File: src/rtl/apb_pkg.sv
// Shared types and constants for the APB register-file completer:
// FSM states, bus widths, the ID register default and access-error decode.
package apb_pkg;

  localparam int D_WIDTH = 32;
  localparam int STRB_W  = 4;
  localparam logic [31:0] ID_VALUE = 32'hA9B0_0001;

  typedef enum logic [1:0] {
    IDLE,
    SETUP,
    ACCESS,
    WAIT
  } apb_state_e;

  typedef enum logic [1:0] {
    ERR_NONE,
    ERR_ALIGN,
    ERR_RANGE,
    ERR_RO
  } err_cause_e;

  // Register 0 holds the read-only ID, so any write to word 0 is illegal.
  function automatic err_cause_e decode_err(input logic [D_WIDTH-1:0] addr,
                                            input logic               write,
                                            input int                 num_regs);
    if (addr[1:0] != 2'b00)                               return ERR_ALIGN;
    if (addr[D_WIDTH-1:2] >= (D_WIDTH-2)'(num_regs))      return ERR_RANGE;
    if (write && (addr[D_WIDTH-1:2] == '0))               return ERR_RO;
    return ERR_NONE;
  endfunction

endpackage

File: src/rtl/apb_regfile_store.sv
// Word register bank with byte-strobe writes, combinational read mux,
// per-register write pulses and a constant read-only register 0.
module apb_regfile_store #(
  parameter int                  D_WIDTH  = apb_pkg::D_WIDTH,
  parameter int                  NUM_REGS = 16,
  parameter logic [D_WIDTH-1:0]  ID_VALUE = apb_pkg::ID_VALUE,
  localparam int                 IDX_W    = $clog2(NUM_REGS)
) (
  input  logic                          pclk,
  input  logic                          presetn,
  input  logic                          we,
  input  logic [IDX_W-1:0]              idx,
  input  logic [D_WIDTH-1:0]            wdata,
  input  logic [apb_pkg::STRB_W-1:0]    strb,
  output logic [D_WIDTH-1:0]            rd_data,
  output logic [NUM_REGS*D_WIDTH-1:0]   reg_q,
  output logic [NUM_REGS-1:0]           wr_pulse
);
  import apb_pkg::*;

  logic [D_WIDTH-1:0] regs [NUM_REGS];
  logic [D_WIDTH-1:0] strb_mask;

  always_comb begin
    strb_mask = '0;
    for (int b = 0; b < STRB_W; b++) begin
      strb_mask[b*8 +: 8] = {8{strb[b]}};
    end
  end

  for (genvar n = 0; n < NUM_REGS; n++) begin : g_reg
    if (n == 0) begin : g_ro
      assign regs[n] = ID_VALUE;
    end else begin : g_rw
      logic [D_WIDTH-1:0] q;
      // NOTE: each word is its own flop bank with an async reset; a RAM macro
      // could not be cleared on presetn, so this array must stay in flops.
      always_ff @(posedge pclk or negedge presetn) begin
        if (!presetn) begin
          q <= '0;
        end else if (we && (idx == IDX_W'(n))) begin
          q <= (q & ~strb_mask) | (wdata & strb_mask);
        end
      end
      assign regs[n] = q;
    end
    assign reg_q[n*D_WIDTH +: D_WIDTH] = regs[n];
  end

  assign rd_data = (int'(idx) < NUM_REGS) ? regs[idx] : '0;

  always_ff @(posedge pclk or negedge presetn) begin
    if (!presetn) wr_pulse <= '0;
    else          wr_pulse <= we ? (NUM_REGS'(1) << idx) : '0;
  end

endmodule

File: src/rtl/apb_completer_regfile.sv
// APB4 completer: setup capture, programmable wait states, error decode and
// a single-cycle pready, fronting the apb_regfile_store register bank.
module apb_completer_regfile #(
  parameter int                 D_WIDTH  = apb_pkg::D_WIDTH,
  parameter int                 NUM_REGS = 16,
  parameter logic [D_WIDTH-1:0] ID_VALUE = apb_pkg::ID_VALUE
) (
  input  logic                         pclk,
  input  logic                         presetn,
  input  logic                         psel,
  input  logic                         penable,
  input  logic                         pwrite,
  input  logic [D_WIDTH-1:0]           paddr,
  input  logic [D_WIDTH-1:0]           pwdata,
  input  logic [3:0]                   pstrb,
  input  logic [2:0]                   pprot,
  input  logic [3:0]                   wait_cfg,
  output logic [D_WIDTH-1:0]           prdata,
  output logic                         pready,
  output logic                         pslverr,
  output logic [NUM_REGS*D_WIDTH-1:0]  reg_q,
  output logic [NUM_REGS-1:0]          wr_pulse
);
  import apb_pkg::*;

  localparam int IDX_W = $clog2(NUM_REGS);

  apb_state_e           state;
  logic [3:0]           cnt;
  logic [D_WIDTH-1:0]   addr_q, wdata_q;
  logic                 write_q;
  logic [STRB_W-1:0]    strb_q;
  logic [2:0]           prot_q;

  logic                 setup, enter_access, acc_err, acc_write;
  logic [D_WIDTH-1:0]   acc_addr, acc_wdata, rd_data;
  logic [STRB_W-1:0]    acc_strb;

  assign setup = (state == IDLE) && psel && !penable;

  // A zero-wait transfer commits on the setup edge itself, before the
  // capture registers hold anything, so it must use the live bus values.
  always_comb begin
    // NOTE: every output gets a default first so no path leaves a latch.
    acc_addr  = addr_q;
    acc_write = write_q;
    acc_wdata = wdata_q;
    acc_strb  = strb_q;
    if (state == IDLE) begin
      acc_addr  = paddr;
      acc_write = pwrite;
      acc_wdata = pwdata;
      acc_strb  = pstrb;
    end
  end

  assign enter_access = (setup && (wait_cfg == 4'd0)) ||
                        ((state == WAIT) && psel && (cnt == 4'd1));
  assign acc_err      = decode_err(acc_addr, acc_write, NUM_REGS) != ERR_NONE;

  apb_regfile_store #(
    .D_WIDTH  (D_WIDTH),
    .NUM_REGS (NUM_REGS),
    .ID_VALUE (ID_VALUE)
  ) u_store (
    .pclk     (pclk),
    .presetn  (presetn),
    .we       (enter_access && acc_write && !acc_err),
    .idx      (acc_addr[2 +: IDX_W]),
    .wdata    (acc_wdata),
    .strb     (acc_strb),
    .rd_data  (rd_data),
    .reg_q    (reg_q),
    .wr_pulse (wr_pulse)
  );

  // NOTE: all state here uses <= so every register samples pre-edge values.
  always_ff @(posedge pclk or negedge presetn) begin
    if (!presetn) begin
      state   <= IDLE;
      cnt     <= '0;
      pready  <= 1'b0;
      pslverr <= 1'b0;
      prdata  <= '0;
      addr_q  <= '0;
      write_q <= 1'b0;
      wdata_q <= '0;
      strb_q  <= '0;
      prot_q  <= '0;
    end else begin
      pready  <= enter_access;
      pslverr <= enter_access && acc_err;
      if (enter_access && !acc_write) prdata <= acc_err ? '0 : rd_data;

      case (state)
        IDLE: begin
          if (setup) begin
            addr_q  <= paddr;
            write_q <= pwrite;
            wdata_q <= pwdata;
            strb_q  <= pstrb;
            prot_q  <= pprot;
            cnt     <= wait_cfg;
            state   <= (wait_cfg == 4'd0) ? ACCESS : WAIT;
          end
        end
        WAIT: begin
          cnt <= cnt - 4'd1;
          if (!psel)              state <= IDLE;
          else if (cnt == 4'd1)   state <= ACCESS;
        end
        ACCESS:  state <= IDLE;
        default: state <= IDLE;
      endcase
    end
  end

endmodule

File: config.mk
export PLATFORM = sky130hd
export DESIGN_NAME = apb_completer_regfile
export DESIGN_NICKNAME = d
export VERILOG_FILES = /design/src/rtl/apb_pkg.sv /design/src/rtl/apb_regfile_store.sv /design/src/rtl/apb_completer_regfile.sv
export SDC_FILE = /design/constraint.sdc
export NUM_CORES = 1
export LEC_CHECK = 0
export ABC_AREA = 0
export BUFFER_PORTS_ARGS = -buffer_cell sky130_fd_sc_hd__buf_2
export CAP_MARGIN = 20
export CORE_MARGIN = 5
export CORE_UTILIZATION = 40
export CTS_CLUSTER_DIAMETER = 100
export DETAILED_ROUTE_END_ITERATION = 7
export PLACE_DENSITY_LB_ADDON = 0.25
export SLEW_MARGIN = 5
export SYNTH_ARGS = -nofsm -noshare
export SYNTH_HDL_FRONTEND = slang
export SYNTH_HIERARCHICAL = 1
export SYNTH_SLANG_ARGS = --single-unit
File: constraint.sdc
create_clock -name pclk -period 7 [get_ports pclk]
set_input_delay 1.4 -clock pclk [delete_from_list [all_inputs] [get_ports pclk]]
set_output_delay 1.4 -clock pclk [all_outputs]
set_load 0.1 [all_outputs]
## Word level (Yosys, flattened, before mapping)

Cells that the tools add are included.
W data, S select, Z words.

| word-level totals | value |
|---|---|
| output and inout port bits | 562 |
| input port bits | 80 |
| word-level logic and storage cells | 147 |
| register bits | 605 |

| cells by class | value |
|---|---|
| equal/unequal tests | 19 |
| shift-type cells | 1 |
| $add $sub $neg | 1 |
| bitwise gates (word level) | 33 |
| $lt $le $gt $ge | 2 |
| mux-type cells | 28 |
| reduce and logical (&&, ||, !) cells | 38 |

Operators with widths:

| cell | count |
|---|---|
| $and A32 B32 Y32 | 16 |
| $or A32 B32 Y32 | 15 |
| $mux W32 | 5 |
| $bmux W32 S4 | 1 |
| $eq A4 B4 Y1 const B | 8 |
| $not A32 Y32 | 1 |
| $ge A30 B5 Y1 const B | 1 |
| $logic_not A30 Y1 | 1 |
| $logic_and A1 B1 Y1 | 25 |
| $mux W2 | 9 |
| $eq A4 B3 Y1 const B | 4 |
| $mux W16 | 1 |
| $shl A1 B4 Y16 const A | 1 |
| $eq A4 B1 Y1 const B | 2 |
| $eq A4 B2 Y1 const B | 2 |
| $mux W1 | 8 |
| $mux W4 | 2 |
| $pmux W4 S2 | 1 |
| $reduce_and A2 Y1 | 3 |
| $reduce_bool A2 Y1 | 3 |
| $ge A5 B5 Y1 const B | 1 |
| $not A4 Y5 | 1 |
| $logic_not A4 Y1 | 1 |
| $pmux W2 S2 | 1 |
| 7 further kinds | 9 |

## Depth between registers and ports, before layout

| logic depth | value |
|---|---|
| depth after elaboration | 14 |
| depth in mapped cells | 15 |
| depth with buffers taken out | 9 |

## Cells and area by module

The synthesis kept the hierarchy.

Modules (own cells, without submodules):

| module | instances | cells each | sequential area each (um^2) | area an instance (um^2) |
|---|---|---|---|---|
| apb_regfile_store | 1 | 1535 | 12411.9 | 23704.0 |
| apb_completer_regfile | 1 | 576 | 2727.6 | 5396.4 |

## Worst setup path before layout

OpenSTA, ideal clock, no wires.

| timing path | value |
|---|---|
| kind | input-to-reg |
| from | input port paddr[12] |
| to | register (tool-made name) |
| cell stages on the path | 11 |
| setup time | 0.126 ns |
| arrival time | 4.167 ns |
| slack | 2.708 ns |
| data required time | 6.874 ns |
| buffers on the path | 4 |
| cell sequence | or4_1 -> or3_1 -> a221o_1 -> buf_6 -> buf_6 -> nor4_2 -> buf_6 -> buf_6 -> nand3_4 -> nor2_8 -> mux2_2 |

RTL lines:

| element | RTL line | source |
|---|---|---|
| start: declaration | apb_completer_regfile.sv:13 | `input logic [D_WIDTH-1:0] paddr,` |

==> results.ini <==
[outcome]
status=complete, no violations

[timing]
final-hold-violation-count=0
tns_ps=0
fraction_of_the_cycle_the_final_worst_path_needs_pct=68.2
fin_crit_ps=4770
worst-slew-pin-transition_ps=1060
slew_headroom_pct=29.0
worst_clock_skew_ps=33.1
final-setup-viol-count=0
finalWorstSetupSlack_ps=2230
finalMaxSlewViolations=0
fmax_mhz=210
unrepaired_setup_endpoints_after_global_routing=false

[clocking]
clk_path_buf_depth=3
cts_made_buffers=69
hold_buf_count_cts=0
h-tree-depth=3
post-cts-setup-buffer-count=0
cts_resized=0
cts_tree=built
clk_transition_reported_paths_ps=60
clock_tree.root_cell=sky130_fd_sc_hd__clkbuf_16
cts.sinks=605
clk-insertion-delay-late_ps=610

[placement]
finalWeightedCongestion=0.855
dp_worst_setup_slack_ps=1720
dpl.hpwl_mm=70.1
placement.io_buffers=606
placed_area_sq_mm=0.0328

[route]
post_drt_via_cell_ratio=5.59
via_count=20575
detail_route.first_pass.iterations=5
drt_drc_violations_left=0
drtAntennaViolNets=0
drtIter0Drc=1367
avgRoutedWirePerCell_um=28.5
finalWirelength_mm=105

[die]
core_sq_mm=0.0726
die_area_sq_mm=0.0782
floorplan.rows=99
fp.dieH_um=280
die_width_um=280
initial_core_util_pct=40.1
io_pins=642

[grt]
grt_util_all_layers_pct=26.1
grt_first_pass_wirelength_mm=152
first_global_vias=21565
antenna_found_initial=12
grt_start_max_net_pins=164
grt_remaining_overflow=0

[setup_path]
cp_data_arrival_time_ps=5240
critPathLaunchType=flop
critical_path_peak_fanout=34
crit_path_end_kind=flop
critical_path_required_ps=7460
critical_path_class=flop to flop

[power_and_ir_drop]
totalPowerFinal_w=0.0111
power_per_cell_area_mw_per_mm2=317
power.leakage_nw=19.0
vdd_ir_drop_max_uv=221

[yosys]
yosysUniqueCellTypes=61
synth.area.top_cells=sky130_fd_sc_hd__dfrtp_1 52%, sky130_fd_sc_hd__mux2_2 19%, sky130_fd_sc_hd__mux4_2 5.6%
synth_ff_type=sky130_fd_sc_hd__dfrtp_1
asyncSetResetFlopFracSynth_pct=100
post_synth_instance_area_sq_mm=0.0291
post_synth_inst_count=2111
synth_enable_flop_cells=0
synth_seq_area_share_pct=52.0
ys_warn_count=6
yosysMostFrequentCell=sky130_fd_sc_hd__dfrtp_1
synthDominantAreaCellType=sky130_fd_sc_hd__dfrtp_1
synth_top_cell_area_share_pct=52.0
syn_area_per_cell_sq_um=13.8
synth-seq-cells=605
synthTopCellsByCount=605 x sky130_fd_sc_hd__dfrtp_1, 496 x sky130_fd_sc_hd__mux2_2, 218 x sky130_fd_sc_hd__nand2_1, 82 x sky130_fd_sc_hd__mux2i_1, 80 x sky130_fd_sc_hd__clkbuf_1

[cells_and_area]
postLayoutCellArea_sq_mm=0.0350
number_of_nets_in_the_final_layout=2746
layout.filler_cells=6472
area_delta_synth_final_pct=20.3
multiInputGateArea_sq_mm=0.0131
finalCoreUtilization_pct=48.2
register_area_sq_mm=0.0151
drive_above_1_share_pct=52.4

[worst_hold_path]
min_path_type=flop to flop

[job]
cap_viol_max_count=0

[area by class of cell]
| cell class | instances | share of cell area [%] |
|---|---|---|
| sequential | 605 | 43.2 |
| timing repair buffer | 631 | 9.37 |
| antenna | 9 | 0.0643 |
| clock inverter | 25 | 0.743 |
| clock buffer | 97 | 5.52 |
| multi-input combinational | 1341 | 37.5 |
| tap | 959 | 3.43 |
| inverter | 14 | 0.150 |
[report_power, final]
| part | internal [W] | switching, W |
|---|---|---|
| logic | 0.00103 | 0.00268 |
| registers | 0.00371 | 0.000121 |
| clock network | 0.00205 | 0.00149 |
[cells in the final DEF (no fill, tap or decap), types with 9 or more instances in the layout]
cell type                     n
sky130_fd_sc_hd__nor2_8      34
sky130_fd_sc_hd__a21oi_1     52
sky130_fd_sc_hd__conb_1      32
sky130_fd_sc_hd__mux2_1      51
sky130_fd_sc_hd__nand3_1     35
sky130_fd_sc_hd__dfrtp_1    605
sky130_fd_sc_hd__clkbuf_1    19
sky130_fd_sc_hd__nor4_1       9
sky130_fd_sc_hd__clkinv_2    12
sky130_fd_sc_hd__nand4_4     14
sky130_fd_sc_hd__mux2_2     492
sky130_fd_sc_hd__a221o_1     24
sky130_fd_sc_hd__buf_2      605
sky130_fd_sc_hd__clkbuf_16   70
sky130_fd_sc_hd__nand2_1    218
sky130_fd_sc_hd__o31ai_2     26
sky130_fd_sc_hd__a22oi_1     25
sky130_fd_sc_hd__mux2i_1     81
sky130_fd_sc_hd__nor2_1      34
sky130_fd_sc_hd__diode_2      9
sky130_fd_sc_hd__mux4_2      72
sky130_fd_sc_hd__buf_4       21
sky130_fd_sc_hd__inv_1       13
sky130_fd_sc_hd__o22ai_1     10
sky130_fd_sc_hd__o21ai_0     30
[metrics by stage]
stage	instances	hold slack, ps
final	3681	471
after global routing	3679	496
after CTS	3672	474
after detailed placement	3550	459
after global placement	3549	456
after floorplan	2141	442
[metal layers]
layer  vias to the layer above  GRT usage [%]  part of all wire, %
met1                     10808           33.5                   40
li1                       8769              -                    -
met3                       196           5.68                  6.7
met4                         4           10.7                  4.2
met2                       798           43.2                   49
met5                         -              0                0.026
[kinds of logic (layout without fill, tap and decap cells)]
logic type | count (synthesis) | count (layout) | synth area share [%]
flip-flops | 605 | 605 | 52.0
other | 2 | 41 | 0.0258
multiplexers | 701 | 701 | 29.6
buffers and inverters | 195 | 767 | 3.76
AND/OR/NAND/NOR | 397 | 397 | 9.11
adder cells (fa/ha/maj) | 4 | 4 | 0.172
AO/OA/AOI/OAI | 207 | 207 | 5.35
[worst max-delay path, cell delays in order, from the launching register on]
cell,delay [ps]
sky130_fd_sc_hd__dfrtp_1,410
sky130_fd_sc_hd__inv_1,110
sky130_fd_sc_hd__ha_4,570
sky130_fd_sc_hd__inv_1,310
sky130_fd_sc_hd__or3_1,450
sky130_fd_sc_hd__a221o_4,660
sky130_fd_sc_hd__nor4_4,290
sky130_fd_sc_hd__buf_4,380
sky130_fd_sc_hd__nand4_2,230
sky130_fd_sc_hd__nor2_2,720
sky130_fd_sc_hd__mux2_2,410
[final timing paths]
| kind | start | end | slack [ps] | depth (start not counted) |
|---|---|---|---|---|
| setup / recovery | state[0]$_DFFE_PN0P_ | flop | 2230 | 10 |
| hold / removal | wdata_q[25]$_DFFE_PN0P_ | wdata_q[25]$_DFFE_PN0P_ | 470 | 2 |
| setup reg to reg | state[0]$_DFFE_PN0P_ | flop | 2230 | 10 |
| hold reg to reg | wdata_q[25]$_DFFE_PN0P_ | wdata_q[25]$_DFFE_PN0P_ | 470 | 2 |
| max in group asynchronous | presetn | asynchronous set/reset pin | 4620 | 2 |
| min in group asynchronous | presetn | wdata_q[29]$_DFFE_PN0P_ | 870 | 1 |
(Power assumes the default switching activity.)
